==> src/rtl/mips_pkg.sv <==
// mips_pkg: shared op/state encodings for the multiply/divide unit
package mips_pkg;
  typedef enum logic [2:0] {
    MD_MULT  = 3'd0,
    MD_MULTU = 3'd1,
    MD_DIV   = 3'd2,
    MD_DIVU  = 3'd3,
    MD_MTHI  = 3'd4,
    MD_MTLO  = 3'd5
  } md_op_t;
  typedef enum logic [1:0] {IDLE, RUN, FIX} md_state_t;
  function automatic logic md_is_signed(md_op_t o);
    return o == MD_MULT || o == MD_DIV;
  endfunction
  function automatic logic md_is_mul(md_op_t o);
    return o == MD_MULT || o == MD_MULTU;
  endfunction
  function automatic logic md_is_arith(md_op_t o);
    return o == MD_MULT || o == MD_MULTU || o == MD_DIV || o == MD_DIVU;
  endfunction
endpackage

==> src/rtl/md_sign_fix.sv <==
// md_sign_fix: operand magnitudes on entry, result sign correction on exit
//   a, b, is_signed     -> a_mag, b_mag (absolute values for signed ops)
//   acc, is_mul, neg_q, neg_r -> hi, lo (mult: 64-bit negate; div: separate quotient/remainder negate)
module md_sign_fix #(
  parameter int W = 32
) (
  input  logic [W-1:0]   a,
  input  logic [W-1:0]   b,
  input  logic           is_signed,
  output logic [W-1:0]   a_mag,
  output logic [W-1:0]   b_mag,
  input  logic [2*W-1:0] acc,
  input  logic           is_mul,
  input  logic           neg_q,
  input  logic           neg_r,
  output logic [W-1:0]   hi,
  output logic [W-1:0]   lo
);
  logic [2*W-1:0] prod;
  always_comb begin
    a_mag = is_signed && a[W-1] ? -a : a;
    b_mag = is_signed && b[W-1] ? -b : b;
    prod  = neg_q ? -acc : acc;
    hi    = is_mul ? prod[2*W-1:W] : (neg_r ? -acc[2*W-1:W] : acc[2*W-1:W]);
    lo    = is_mul ? prod[W-1:0] : (neg_q ? -acc[W-1:0] : acc[W-1:0]);
  end
endmodule

==> src/rtl/mult_div_unit.sv <==
// mult_div_unit: iterative multiply/divide with architectural HI/LO registers
//   clk, reset (sync, active-low), start/op/a/b issue an op when not busy,
//   busy = mult/div in flight, done = one-cycle pulse when HI/LO updated by mult/div,
//   hi/lo = architectural registers.
module mult_div_unit
  import mips_pkg::*;
#(
  parameter int DATA_WIDTH     = 32,
  parameter int BITS_PER_CYCLE = 1
) (
  input  logic                  clk,
  input  logic                  reset,
  input  logic                  start,
  input  logic [2:0]            op,
  input  logic [DATA_WIDTH-1:0] a,
  input  logic [DATA_WIDTH-1:0] b,
  output logic                  busy,
  output logic                  done,
  output logic [DATA_WIDTH-1:0] hi,
  output logic [DATA_WIDTH-1:0] lo
);
  localparam int W  = DATA_WIDTH;
  localparam int N  = W / BITS_PER_CYCLE;
  localparam int CW = N > 1 ? $clog2(N) : 1;
  md_state_t state, state_n;
  md_op_t op_e;
  logic [CW-1:0] cnt;
  logic [2*W-1:0] acc, acc_step;
  logic [W-1:0] opnd, a_mag, b_mag, hi_fix, lo_fix;
  logic [W:0] sum, diff;
  logic is_mul, neg_q, neg_r, issue_md, issue_mt, op_mul, op_sgn, last;
  assign op_e = md_op_t'(op);
  assign busy = state != IDLE;
  md_sign_fix #(.W(W)) u_sign_fix (
    .a(a), .b(b), .is_signed(op_sgn), .a_mag(a_mag), .b_mag(b_mag),
    .acc(acc), .is_mul(is_mul), .neg_q(neg_q), .neg_r(neg_r), .hi(hi_fix), .lo(lo_fix)
  );
  always_comb begin
    op_mul   = md_is_mul(op_e);
    op_sgn   = md_is_signed(op_e);
    issue_md = state == IDLE && start && md_is_arith(op_e);
    issue_mt = state == IDLE && start && (op_e == MD_MTHI || op_e == MD_MTLO);
    last     = cnt == CW'(N - 1);
    state_n  = state == IDLE ? (issue_md ? RUN : IDLE) :
               state == RUN  ? (last ? FIX : RUN) : IDLE;
  end
  // mult: shift-add into the upper half, multiplier consumed from the low end.
  // div: restoring division, remainder in the upper half, quotient shifted in at the bottom.
  always_comb begin
    acc_step = acc;
    sum      = '0;
    diff     = '0;
    for (int i = 0; i < BITS_PER_CYCLE; i++) begin
      sum      = {1'b0, acc_step[2*W-1:W]} + (acc_step[0] ? {1'b0, opnd} : '0);
      diff     = acc_step[2*W-1:W-1] - {1'b0, opnd};
      acc_step = is_mul ? {sum, acc_step[W-1:1]} :
                 diff[W] ? {acc_step[2*W-2:0], 1'b0} : {diff[W-1:0], acc_step[W-2:0], 1'b1};
    end
  end
  always_ff @(posedge clk) begin
    if (!reset) state <= IDLE;
    else state <= state_n;
  end
  // A zero divisor leaves quotient all ones and remainder == |a|; suppressing the
  // quotient negate and restoring the dividend sign on the remainder gives lo=~0, hi=a.
  always_ff @(posedge clk) begin
    if (!reset) begin
      cnt    <= '0;
      acc    <= '0;
      opnd   <= '0;
      is_mul <= 1'b0;
      neg_q  <= 1'b0;
      neg_r  <= 1'b0;
      hi     <= '0;
      lo     <= '0;
      done   <= 1'b0;
    end else begin
      done <= state == FIX;
      if (issue_md) begin
        cnt    <= '0;
        is_mul <= op_mul;
        acc    <= {{W{1'b0}}, op_mul ? b_mag : a_mag};
        opnd   <= op_mul ? a_mag : b_mag;
        neg_q  <= op_sgn && (a[W-1] ^ b[W-1]) && (op_mul || |b);
        neg_r  <= op_sgn && !op_mul && a[W-1];
      end else if (state == RUN) begin
        acc <= acc_step;
        cnt <= cnt + CW'(1);
      end
      if (state == FIX) begin
        hi <= hi_fix;
        lo <= lo_fix;
      end else if (issue_mt) begin
        if (op_e == MD_MTHI) hi <= a;
        else lo <= a;
      end
    end
  end
endmodule

==> config.mk <==
export PLATFORM = sky130hd
export DESIGN_NAME = mult_div_unit
export DESIGN_NICKNAME = d
export VERILOG_FILES = /design/src/rtl/mips_pkg.sv /design/src/rtl/md_sign_fix.sv /design/src/rtl/mult_div_unit.sv
export SDC_FILE = /design/constraint.sdc
export NUM_CORES = 1
export LEC_CHECK = 0
export CORE_MARGIN = 2
export CORE_UTILIZATION = 25
export CTS_CLUSTER_SIZE = 14
export DETAILED_ROUTE_END_ITERATION = 16
export GPL_TIMING_DRIVEN = 0
export PLACE_DENSITY_LB_ADDON = 0.15
export SLEW_MARGIN = 40
export SYNTH_ARGS = -nofsm -noshare
export SYNTH_HDL_FRONTEND = slang
export SYNTH_HIERARCHICAL = 1
export SYNTH_SLANG_ARGS = --single-unit
==> constraint.sdc <==
create_clock -name clk -period 3.7 [get_ports clk]
set_input_delay 0.74 -clock clk [delete_from_list [all_inputs] [get_ports clk]]
set_output_delay 0.74 -clock clk [all_outputs]
set_load 0.05 [all_outputs]
Yosys cells after proc, flatten, opt, wreduce, memory -nomap -nowiden
Index checks and enable logic that the tools add are counted.
{ "totals": {"reg_bits": 171, "latch_bits": 0, "ramBits": 0, "mem_bits_ro": 0, "output_inout_bits": 66, "elab_cells": 80, "mem_count": 0} }
{ "op_classes": {"n_addsub": 8, "multipliers": 0, "n_div": 0, "n_lt_le_gt_ge": 0, "n_eq_ne": 9, "shifts": 0, "muxes": 24, "bitwise": 2, "reduce_logical": 26} }
{ "op_table": {"columns": ["op", "n"], "rows": [
  ["$mux W32", 17],
  ["$mux W64", 3],
  ["$neg A32 Y32", 4],
  ["$neg A64 Y64", 1],
  ["$add A32 B32 Y33", 1],
  ["$sub A33 B32 Y33", 1],
  ["$reduce_or A32 Y1", 1],
  ["$logic_and A1 B1 Y1", 9],
  ["$reduce_bool A2 Y1", 4],
  ["$eq A3 B2 Y1 const B", 2],
  ["$eq A3 B3 Y1 const B", 2],
  ["$logic_or A1 B1 Y1", 6],
  ["$mux W2", 3],
  ["$add A5 B1 Y5 const B", 1],
  ["$eq A5 B5 Y1 const B", 1],
  ["$reduce_and A2 Y1", 2],
  ["$eq A3 B1 Y1 const B", 1],
  ["$logic_not A3 Y1", 1],
  ["$eq A2 B1 Y1 const B", 1],
  ["$eq A2 B2 Y1 const B", 1],
  ["$logic_not A2 Y1", 1],
  ["$ne A2 B1 Y1 const B", 1],
  ["$reduce_or A2 Y1", 1],
  ["$logic_not A1 Y1", 1],
  ["other kinds (3)", 3]
]} }

Depth between registers and ports, before layout
{ "depth": {"ltp_word": 7, "ltp_mapped": 15, "ltp_nobuf": 13} }

Hierarchy
Netlist, hierarchy kept.
{ "by_module_without_submodules": {"columns": ["mod", "n_inst", "cells_each", "area_per_inst_um2", "seq_area_each_um2"], "rows": [
  ["mult_div_unit", 1, 1448, 11442.2, 3423.3],
  ["md_sign_fix", 1, 429, 2834.0, 0.0]
]} }

Least setup slack after synthesis
OpenSTA, ideal clock, no wires.
{ "synth_path": {"kind": "register -> register", "from": "register acc[0]", "to": "register acc[57]", "arrival_ns": 3.080, "setup_slack_ns": 0.525, "path_stages_with_launch": 15, "path_buffers": 1, "synth_period_minus_slack_ns": 3.175, "path_cell_list": "dfxtp_1 clkbuf_1 and2_1 ha_1 fa_1 a21oi_1 o21ai_0 a21oi_1 o31ai_1 and3b_1 o41ai_2 o21bai_1 xor2_1 o221ai_1 a221oi_1"} }
{ "synth_via": {"elab_chain_len": 3} }
{ "synth_rtl": {"columns": ["element", "line_no", "rtl"], "rows": [
  ["start, declared", "mult_div_unit.sv:28", "logic [2*W-1:0] acc, acc_step;"],
  ["start signal, assigned", "mult_div_unit.sv:82", "acc <= {{W{1'b0}}, op_mul ? b_mag : a_mag};"],
  ["start signal, assigned", "mult_div_unit.sv:87", "acc <= acc_step;"],
  ["$mux W32", "mult_div_unit.sv:54", "sum = {1'b0, acc_step[2*W-1:W]} + (acc_step[0] ? {1'b0, opnd} : '0);"],
  ["$add A32 B32 Y33", "mult_div_unit.sv:54", null],
  ["$mux W64", "mult_div_unit.sv:56", "acc_step = is_mul ? {sum, acc_step[W-1:1]} :"]
]} }
No other way between the ends.
A chain may end at the register's enable or synchronous reset.

Worst setup path after layout
{ "layout_path": {"from": "register acc[31]", "to": "register acc[46]"} }
{ "layout_via": {"elab_chain_len": 3} }
{ "layout_rtl": {"columns": ["element", "line_no", "rtl"], "rows": [
  ["$sub A33 B32 Y33", "mult_div_unit.sv:55", "diff = acc_step[2*W-1:W-1] - {1'b0, opnd};"],
  ["$mux W64", "mult_div_unit.sv:57", "diff[W] ? {acc_step[2*W-2:0], 1'b0} : {diff[W-1:0], acc_step[W-2:0], 1'b1};"],
  ["$mux W64", "mult_div_unit.sv:56", null]
]} }
No other way between the ends.

==> metrics.txt <==
Final Power=6.784 mW; sequential power share=0.317; area grow syn2layout=22.02%; CTS tree=done; Synth cell types=78; post-route ant nets=0; Final period util=0.9833; Ports=136; WL per Instance=23.21 µm; Post-synth EDFFs=0; placed insts=2767; Die Area=59030 µm²; Hold/Removal Path Class=reg -> reg; Non-Filler Instances=2801; Starting Density=0.2532; Fin. Hold Viols=0; Least-Margin Pin Slew=958.0 ps; detailed placement HPWL=51.57 mm; buffers added on ports=133; largest area contributor in the netlist=dfxtp_1; largest family of logic cells by synthesized area=compound AO/OA/AOI/OAI gates; Cells after Synth=1877; total core area=56390 µm²; CTS Buffer Depth=2; Post-Synth Adder-Cell Area=0.06415; grt ovf=0; most used cell, CP=a21oi_1; Layout Nets=2174; Required @ worst endpoint=4100 ps; compound-gate portion of the synthesized area=0.2850; Final Max Slew Viols=0; Clk Latency, worst-skew pair=480 ps; Max Cap Viol=0; Vias/cell=5.364; post-synthesis mux area share=0.07441; part of the power in the clock network=0.296; cell leakage power=7.114 nW; CP Launch Type=register; Post-Route WL=65.01 mm; status=finished, final reports clean; number of antenna violations at the first check in global routing=0; largest fanout on the critical path=10; Iter 0 DRT Violations=1073; Syn Nets=2019; final hold slack=463.6 ps; DRC viols=0; Max IR drop VDD=0.3745 mV; Most used DFF post-synth=dfxtp_1; DRT Pass-1 Iters=5; Die Width=243.0 µm; list of most frequent post-synthesis cells=a21oi_1, nor2_1, dfxtp_1, nand2_1, o21ai_0; Post-Synth Simple-Gate Area=0.1777; combinational group share of total power=0.388; most frequent cell after synthesis=a21oi_1; routed via count=15025; Seq/Total Area, Yosys=0.2398; Switch Pwr=2.779 mW; RD Place Congestion=0.9050; Max stage delay cell, worst path=dfxtp_2; n_diodes=0; global-route wire length before repair=94.83 mm; async set-or-reset flop fraction in the synthesized netlist=0; crit path kind=reg -> reg; register bit total from synthesis=171; Synth top area share=0.2398; PwrDens=389.4 nW/µm²; Synth Cell Area=14280 µm²; Layout fillers=6187; Final TNS setup=0 ps; layout cells sized above 1=0.05379; maximum number of pins on one net before global-route repair=17; CP max stage delay=440 ps; yosys warns=6; Multi-input gate area=10360 µm²; Buf/Inv on CP=3; Post-Synth XOR/XNOR Area=0.1122; syn_area_per_cell=7.606 µm²; Die Height=243.0 µm; Seq. cell area=3430 µm²; row cnt=87; crit-path cells=inv_1 -> ha_1 -> fa_1 -> nor2b_2 -> o2111ai_1 -> a21oi_2 -> o21ai_1 -> a21o_1 -> a31oi_4 -> xnor2_4 -> buf_6 -> buf_4 -> a21oi_1 -> a21oi_1; top cells by area, synth=dfxtp_1, a21oi_1, mux2i_1; Largest delay share family, worst path=compound AO/OA/AOI/OAI gates; Max Freq=274.9 MHz; vias in the first global route=14759; clock skew=15.58 ps; Net Sw Frac=0.4096; Root Buffer=clkbuf_16; Power Internal=4.005 mW; Hold-fix buffers, CTS=0; clock net sink count=171; clock buffer count from CTS=17; headroom to the max-slew limit=0.3554; CTS clk-pin slew, worst paths=80 ps; gr usage total=0.2128; CP Data Arrival Time=4040 ps; CTS H-tree depth=4; RSZ-0062 raised after global routing=true; CP Capture Type=register; final setup violation count=0; fin crit period=3638 ps
## worst paths after layout
check | startpoint | to | slack [ps] | cells after the start
hold reg to reg | cnt[4] | cnt[4] | 460 | 2
hold / removal | cnt[4] | cnt[4] | 460 | 2
setup reg to reg | acc[31] | acc[46] | 60 | 14
setup / recovery | acc[31] | acc[46] | 60 | 14
## tightest hold or removal path, stage by stage (launching register included)
cell	delay [ps]
dfxtp_1	320
nand2_1	50
a21oi_1	50
## placed cells by master, fill, tap and decap left out, drive strengths merged, types with 65 or more instances in the layout
master	n
a211oi	80
a21oi	216
clkbuf	108
clkdlybuf4s50	130
dfxtp	171
ha	70
inv	65
mux2i	105
nand2	138
nor2	189
o21ai	126
xnor2	102
xor2	80
## power groups by stage
stage                     clock network (mW)  logic, mW  registers [mW]
after floorplan                            0       1.66            2.14
after global placement                     0       2.49            2.18
after detailed placement                   0       2.49            2.18
after CTS                               2.02       2.57            2.14
after global routing                    2.08       2.82            2.16
final                                   2.01       2.63            2.15
## repair_timing
action | CTS | global route
gates resized for setup | 28 | 21
setup endpoints to repair | 42 | 26
pin swaps | 2 | 2
buffers inserted | 2 | 1
## flip-flops by register name, indices dropped and copies added (netlist names)
signal / count
hi: 32
neg_r: 1
opnd: 32
cnt: 5
acc: 64
done: 1
is_mul: 1
state: 2
lo: 32
neg_q: 1
## cell families (layout without fill, tap and decap cells)
kind of cell / count (synthesis) / after routing
mux: 106 / 106
xor+xnor: 182 / 182
buf+inv: 172 / 340
compound gates: 636 / 636
flops: 171 / 171
fa+ha+maj: 72 / 72
simple gates: 538 / 538
## per-layer routing
layer | routed length [µm] | up-vias | global-route usage
li1 | - | 7183 | -
met1 | 28800 | 7248 | 0.2721
met2 | 31690 | 514 | 0.3770
met3 | 2939 | 80 | 0.02112
met4 | 1579 | 0 | 0.06135
met5 | 0 | - | 0
## area by class of cell
class,instances,area share
multi-input cells,1534,0.5946
flip-flops and latches,171,0.1969
repair buffers,137,0.07880
well taps,756,0.05430
plain buffers,113,0.02744
clock buffers,20,0.02679
inverters,58,0.01250
clock inverters,12,0.008691
## through the flow
stage | worst slack [ps] | utilization | area, µm²
CTS | 21.50 | 0.3075 | 17340
finish | 61.79 | 0.3089 | 17420
detailed placement | -914.7 | 0.2942 | 16590
floorplan | 524.6 | - | 14280
global route | -11.67 | 0.3089 | 17420
global placement | -956.1 | 0.2936 | 16550
Power figures use the tool's default switching activity.
==> patch, RTL diff (same settings) <==
The parameter `DATA_WIDTH` goes from 32 to 16.
--- a/src/rtl/mult_div_unit.sv
+++ b/src/rtl/mult_div_unit.sv
@@ -5,7 +5,7 @@
 module mult_div_unit
   import mips_pkg::*;
 #(
-  parameter int DATA_WIDTH     = 32,
+  parameter int DATA_WIDTH     = 16,
   parameter int BITS_PER_CYCLE = 1
 ) (
   input  logic                  clk,
Ports: changed (resized a, b, hi and lo); port bits go from 136 to 72. No check against the original RTL was run, so the function may have changed too.
==> patch against the unedited design <==
Worst setup slack better by 150 ps. Via count fell by 50%. Synthesized area decreased by 47%. Highest routed layer unchanged. Design area decreased by 48%. Largest cell class unchanged. Non-clock buffer count fell by 124. Sequential cell count decreased by 81. Wire length is 56% lower. Total power fell by 53%. Utilization shrank 0.39 points. Critical path depth is 2 lower.
==> patch: results (changes against the unedited design) <==
Synth
  • Post-synth top cells: 134 x nor2_1, 90 x dfxtp_1, 71 x mux2i_1, 67 x a211oi_1, 63 x nand2_1
  • Mean Syn Cell Area: 7.73 um2 (+1.7%)
  • Proportion of synthesized area in mux cells: 9.66% (+2.2 points)
  • Top cells by area, synth: dfxtp_1 24%, mux2i_1 9.4%, a211oi_1 6.6%
  • Total nets after synthesis: 1058 (-48%)
  • Synth Area in Compound Gates: 25.7% (-2.8 points)
  • Synth unique cells: 72 (-7.7%)
  • Synth Area in XOR/XNOR: 8.43% (-2.8 points)
  • Register area share after synthesis: 23.7% (-0.23 points)
  • Number of synthesized register bits: 90 (-47%)
  • Post-synthesis adder-cell area fraction: 6.63% (+0.21 points)
  • Main flop type after synthesis: dfxtp_1

Floorplan
  • Row count: 63 (-28%)

Power and ir drop
  • Clk pwr share: 31.0% (+1.4 points)
  • Sw frac: 36.9% (-4.0 points)
  • Tot Pwr: 3.18 mW (-53%)
  • Lkg Pwr: 3.55 nW (-50%)
  • VDD IR max: 0.234 mV (-38%)
  • Seq pwr share: 35.0% (+3.3 points)

Global routing
  • GRT Util Overall: 18.1% (-3.1 points)
  • Vias in the first global route: 7225 (-51%)
  • Largest net degree at the start of global routing: 22 (+5)
  • Initial antenna violation count: 0 (unchanged)
  • Global-route wire length before repair: 43.5 mm (-54%)

Final layout
  • Seq area share: 19.8% (+0.16 points)
  • Non-clock buffers, area share: 10.5% (-0.080 points)
  • Final clock-cell share: 3.25% (-0.30 points)
  • Post-Layout Cell Count: 1456 (-48%)
  • Layout cells sized above 1: 4.60% (-0.78 points)
  • Max reg flops: 32 (-50%)
  • Non-clk invs: 37 (-36%)
  • Layout clock buffers: 11 (-45%)
  • Multi-input comb cells: 797 (-48%)
  • Fillers: 3315 (-46%)
  • Area grow syn2layout: 19.8%
  • Multi-input logic area: 5410 um2 (-48%)
  • Non-clk bufs: 126 (-50%)

Worst hold path
  • Hold Path Class: reg2reg

Placed design
  • Port-buffer cells: 70 (-47%)
  • HPWL after DPL: 22.5 mm (-56%)
  • Placed insts: 1441 (-48%)
  • Cell Area, Placed: 8780 um2 (-47%)
  • Pre-CTS WS: -121 ps (+794 ps)
  • Final Wtd Congestion: 0.905 (about the same)

Drt
  • Drt first pass iters: 4 (-1)
  • Initial DRC count: 462 (-57%)
  • Post-DR vias/cell: 5.18 (-3.4%)
  • WL final: 28.7 mm (-56%)

Clock tree
  • Clk_lat worst skew: 360 ps (-120 ps)
  • Cts bufs inserted: 9 (-8)
  • Htree depth: 3 (-1)
  • # Post-CTS Setup Buffers: 0 (-2)

STA
  • Setup Skew: 7.50 ps (-8.08 ps)
  • Slew headroom: 47.7% (+12 points)

Worst setup path
  • CP arrival: 3740 ps (-300 ps)

Outcome
  • Status: complete, no violations
==> patch: changes by cell type in the layout (fill, tap and decap cells not counted), sizes merged, moves of 26 or more <==
cell,before,now
o21ai,126,64
mux2i,105,71
nand2,138,63
a21oi,216,58
a31oi,35,2
clkbuf,108,51
xnor2,102,45
ha,70,37
clkdlybuf4s50,130,70
inv,65,39
nor2,189,134
dfxtp,171,90
xor2,80,28
==> patch: final timing paths <==
path                              start  cells after the start       end  slack [ps]
worst max-delay path            acc[15]                     12   acc[27]         210
worst min-delay path             cnt[3]                      2  state[1]         480
worst max register to register  acc[15]                     12   acc[27]         210
worst min register to register   cnt[3]                      2  state[1]         480
==> patch: metal layers <==
layer | up-vias | GRT usage [%] | wire (um)
li1 | 3743 | - | -
met1 | 3607 | 24.0 | 13400
met2 | 161 | 30.7 | 13600
met3 | 37 | 1.92 | 1060
met4 | 0 | 6.10 | 739
met5 | - | 0 | 0
==> patch: timing repair <==
item                       in CTS  in global routing
hold buffers                    0                  0
setup endpoints to repair       5                  3
resized for setup               2                  2
